`src/rtl/pipeline_hazard_ctrl.sv`:
```
// Pipeline sequencing controller: per-cycle enable/flush controls for the 5-stage core,
// resolving halt, data-memory wait, taken branch and load-use hazards, plus stall statistics.
module pipeline_hazard_ctrl #(
  parameter int MEM_TIMEOUT = 15,
  parameter int CNT_W       = 16
) (
  input  logic             clk,
  input  logic             rst,
  input  logic [4:0]       i_if_id_rs,
  input  logic [4:0]       i_if_id_rt,
  input  logic             i_if_id_usesRt,
  input  logic [4:0]       i_id_ex_rt,
  input  logic             i_id_ex_memRead,
  input  logic             i_ex_mem_memRead,
  input  logic             i_ex_mem_memWrite,
  input  logic             i_mem_ready,
  input  logic             i_branch_taken,
  input  logic             i_halt,
  output logic             o_pc_write,
  output logic             o_if_id_write,
  output logic             o_id_ex_write,
  output logic             o_ex_mem_write,
  output logic             o_if_id_flush,
  output logic             o_id_ex_flush,
  output logic             o_mem_wb_flush,
  output logic [1:0]       o_state,
  output logic             o_halted,
  output logic             o_mem_error,
  output logic [CNT_W-1:0] o_stall_cycles,
  output logic [CNT_W-1:0] o_flush_count
);

  typedef enum logic [1:0] {
    RUN      = 2'd0,
    LU_STALL = 2'd1,
    MEM_WAIT = 2'd2,
    HALTED   = 2'd3
  } state_t;

  localparam int WAIT_W = $clog2(MEM_TIMEOUT + 1);

  state_t            state;
  state_t            next_state;
  logic [WAIT_W-1:0] wait_cnt;
  logic [WAIT_W-1:0] next_wait;
  logic              set_error;
  logic              mem_acc;
  logic              load_use;

  assign mem_acc  = i_ex_mem_memRead | i_ex_mem_memWrite;
  assign load_use = i_id_ex_memRead && (i_id_ex_rt != 5'd0) &&
                    ((i_id_ex_rt == i_if_id_rs) || (i_if_id_usesRt && (i_id_ex_rt == i_if_id_rt)));

  // Control outputs react in the same cycle as the hazard; the latches act on the next edge.
  always_comb begin
    o_pc_write     = 1'b1;
    o_if_id_write  = 1'b1;
    o_id_ex_write  = 1'b1;
    o_ex_mem_write = 1'b1;
    o_if_id_flush  = 1'b0;
    o_id_ex_flush  = 1'b0;
    o_mem_wb_flush = 1'b0;
    next_state     = state;
    next_wait      = wait_cnt;
    set_error      = 1'b0;

    if (!rst) begin
      o_pc_write     = 1'b0;
      o_if_id_write  = 1'b0;
      o_if_id_flush  = 1'b1;
      o_id_ex_flush  = 1'b1;
      o_mem_wb_flush = 1'b1;
      next_state     = RUN;
    end else if (state == HALTED) begin
      o_pc_write    = 1'b0;
      o_if_id_write = 1'b0;
      o_id_ex_flush = 1'b1;
    end else if (state == MEM_WAIT && !i_mem_ready) begin
      o_pc_write     = 1'b0;
      o_if_id_write  = 1'b0;
      o_id_ex_write  = 1'b0;
      o_ex_mem_write = 1'b0;
      o_mem_wb_flush = 1'b1;
      if (wait_cnt >= WAIT_W'(MEM_TIMEOUT)) begin
        set_error  = 1'b1;
        next_state = HALTED;
      end else begin
        next_wait = wait_cnt + 1'b1;
      end
    end else if (i_halt) begin
      next_state = HALTED;
    end else if (mem_acc && !i_mem_ready) begin
      o_pc_write     = 1'b0;
      o_if_id_write  = 1'b0;
      o_id_ex_write  = 1'b0;
      o_ex_mem_write = 1'b0;
      o_mem_wb_flush = 1'b1;
      next_state     = MEM_WAIT;
      next_wait      = WAIT_W'(1);
    end else if (i_branch_taken) begin
      o_if_id_flush = 1'b1;
      o_id_ex_flush = 1'b1;
      next_state    = RUN;
    end else if (load_use && state != LU_STALL) begin
      o_pc_write    = 1'b0;
      o_if_id_write = 1'b0;
      o_id_ex_flush = 1'b1;
      next_state    = LU_STALL;
    end else begin
      next_state = RUN;
    end
  end

  // Counters saturate rather than wrap; halted cycles are not counted as stalls.
  always_ff @(posedge clk) begin
    if (!rst) begin
      state          <= RUN;
      wait_cnt       <= '0;
      o_mem_error    <= 1'b0;
      o_stall_cycles <= '0;
      o_flush_count  <= '0;
    end else begin
      state    <= next_state;
      wait_cnt <= next_wait;
      if (set_error)
        o_mem_error <= 1'b1;
      if (!o_pc_write && state != HALTED && o_stall_cycles != '1)
        o_stall_cycles <= o_stall_cycles + 1'b1;
      if (o_if_id_flush && o_flush_count != '1)
        o_flush_count <= o_flush_count + 1'b1;
    end
  end

  assign o_state  = state;
  assign o_halted = (state == HALTED);

endmodule

```
`config.mk`:
```
export PLATFORM = sky130hd
export DESIGN_NAME = pipeline_hazard_ctrl
export DESIGN_NICKNAME = d
export VERILOG_FILES = /design/src/rtl/pipeline_hazard_ctrl.sv
export SDC_FILE = /design/constraint.sdc
export NUM_CORES = 1
export LEC_CHECK = 0
export ABC_AREA = 1
export BUFFER_PORTS_ARGS = -buffer_cell sky130_fd_sc_hd__clkbuf_2
export CAP_MARGIN = 20
export CORE_UTILIZATION = 30
export DETAILED_ROUTE_END_ITERATION = 10
export HOLD_SLACK_MARGIN = 0.06
export SLEW_MARGIN = 20
export SYNTH_ARGS = -nofsm -noshare
export SYNTH_HDL_FRONTEND = slang
export SYNTH_SLANG_ARGS = --single-unit
```
`constraint.sdc`:
```
create_clock -name clk -period 3.35 [get_ports clk]
set_input_delay 0.1675 -clock clk [delete_from_list [all_inputs] [get_ports clk]]
set_output_delay 0.1675 -clock clk [all_outputs]
set_load 0.1 [all_outputs]
```
==> summary.txt <==
Outcome: finished, final reports clean
# DRC: 0
Ranking of synthesized cells by area: dfxtp_1 32%, nand2_1 13%, inv_1 6.3%
Pins Over Slew Limit: 0
Vias in the first global route: 2291
Main synth FF type: dfxtp_1
Vert. Die Dim: 92.4 um
Clock transition at path regs: 0.08 ns
Minimum clock period: 2.58 ns
Distinct cells, synth: 40
Core ar.: 7810 um2
GR peak layer: met2
Most common library cells after synthesis: 82 x nand2_1, 41 x inv_1, 39 x dfxtp_1
Die ar.: 8540 um2
PwrDens: 376 nW/um2
Placer congestion estimate: 0.787
Total global routing track utilization: 14.6%
Grt ovf: 0
Final nets: 449
Clk_lat worst skew: 0.30 ns
Post-CTS Setup Bufs: 0
Critical Path Source Type: flop
Critical path fanouts, max: 22
Worst VDD drop: 119 uV
WS Path Type: flop to output port
Sequential Area: 781 um2
Die W: 92.4 um
Met1 usage: 18.5%
EDFF count, synth: 0
Pwr Total: 1.11 mW
Mean post-synth cell area: 6.83 um2
Synth warn: 0
RSZ-0062 raised after global routing: false
Clk root buf: clkbuf_8
Net Count, Synth: 386
Initial antenna violation count: 0
First-pass GRT wire length: 10200 um
TritonCTS Buffers: 5
Max_slew headroom: 48.7%
Multi-input gate area: 1410 um2
Most common cell in the netlist: nand2_1
Post-synth ARST share: 0%
HPWL Detailed: 4610 um
Share of cells above drive strength 1: 24.1%
CTS Buffer Depth: 2
Resize count post-CTS: 0
Final wirelength: 6080 um
Via density per instance: 4.73
F_max: 388 MHz
Slew @ Worst Pin: 0.768 ns
Post-synthesis cell count: 359
Clk_skew: 0.00720 ns
Hold Vio Cnt, Final: 0
Clock sinks: 39
Fin Setup TNS: 0 ns
N_diodes: 0
Layout overhead on the synthesized area: 20.0%
Port Buffers: 66
Pin count of the biggest net entering global routing: 28
FF+latch count, synth: 39
Initial Util: 31.4%
Final setup fails: 0
Setup crit end kind: output port
Mapped cell area: 2450 um2
Row count: 32
Post-synthesis sequential area ratio: 31.8%
Yosys top cell area share: 31.8%
Fillers: 866
Leakage: 1.29 nW
Met2 GRT Util: 24.4%
CTS Hold Buffers Added: 0
DRT Pass-1 Iters: 4
Synth area leader: dfxtp_1
Worst min-delay path class: input port to flop
Max Cap Viol: 0
CTS tree: yes
WL per Instance: 11.6 um
Crit path DAT: 2.41 ns
Met3 usage: 2.79%
CTS H-tree lvls: 2
Via count: 2483
Final Cycle Share: 77.0%
Critical path required time: 3.18 ns
I/O Pins: 67
Post-DRT Antenna Nets: 0
1st-iter DRT viols: 78
==> worst paths after layout <==
check / slack (ns) / to / cells after the start / start
max: 0.77 / o_pc_write / 6 / o_state[0]
max reg2reg: 1.21 / o_flush_count[10] / 10 / o_state[0]
min reg2reg: 0.45 / o_mem_error / 2 / o_mem_error
min: 0.33 / o_state[0] / 5 / i_halt
==> area by class of cell <==
class	count	share of cell area (%)
sequential	39	26.5
clock buffer	8	3.40
tap	102	4.33
inverter	50	6.59
multi-input combinational	260	47.9
timing repair buffer	66	11.2
==> registers in the layout, summed over array words and instances, names as in the netlist <==
name / count
o_mem_error: 1
o_flush_count: 16
o_stall_cycles: 16
wait_cnt: 4
o_state: 2
==> cell usage in the layout (no fill, tap or decap), types with 2 or more instances in the layout <==
| cell type | count |
|---|---|
| nand2_1 | 82 |
| clkbuf_2 | 66 |
| inv_1 | 41 |
| dfxtp_1 | 39 |
| nor2_1 | 37 |
| a21oi_1 | 29 |
| nand4_1 | 20 |
| nand3_1 | 19 |
| o21ai_0 | 13 |
| xnor2_1 | 11 |
| nor3_1 | 7 |
| clkbuf_8 | 7 |
| inv_2 | 6 |
| xor2_1 | 5 |
| nand2_2 | 3 |
| nand2_4 | 3 |
| nand3_2 | 3 |
| ha_1 | 3 |
| o21ai_2 | 2 |
| nor3_4 | 2 |
| a211oi_1 | 2 |
| nand3_4 | 2 |
| inv_4 | 2 |
| nor4_1 | 2 |
| a31oi_1 | 2 |
| o31ai_1 | 2 |
| nor3b_1 | 2 |
==> cells by family (layout without fill, tap and decap cells) <==
family,Yosys count,in the layout,synth area share [%]
and+or+nand+nor,185,185,37.1
DFF,39,39,31.8
buffers and inverters,60,124,10.7
adders and majority gates,3,3,1.53
AOI/OAI and AO/OA,56,56,13.2
xor gates and xnor gates,16,16,5.71
==> worst max-delay path, stage by stage, from the launching register on <==
cell,delay (ns)
dfxtp_1,0.34
nand2_1,0.57
inv_1,0.22
nor3_4,0.24
nand2_4,0.17
inv_1,0.11
clkbuf_2,0.45
==> layer usage <==
metal / vias up / wire, um
met5: - / 0
met1: 1104 / 2850
li1: 1304 / -
met2: 67 / 2780
met3: 8 / 348
met4: 0 / 106
==> power breakdown <==
group	switching (mW)	total, mW	internal, mW
Clock	0.172	0.360	0.188
Sequential	0.0115	0.485	0.474
Combinational	0.209	0.261	0.0517
Total	0.393	1.11	0.714
==> per-stage QoR <==
step                worst slack [ns]  instances  hold WS, ns  cell area (um2)  util, %
floorplan                      0.113        359        0.306             2450        -
global route                   0.593        525        0.353             2940     37.7
global placement                1.16        517        0.445             2840     36.4
finish                         0.770        525        0.331             2940     37.7
CTS                            0.765        525        0.325             2940     37.7
detailed placement              1.12        517        0.450             2840     36.4
Power figures use the tool's default switching activity.
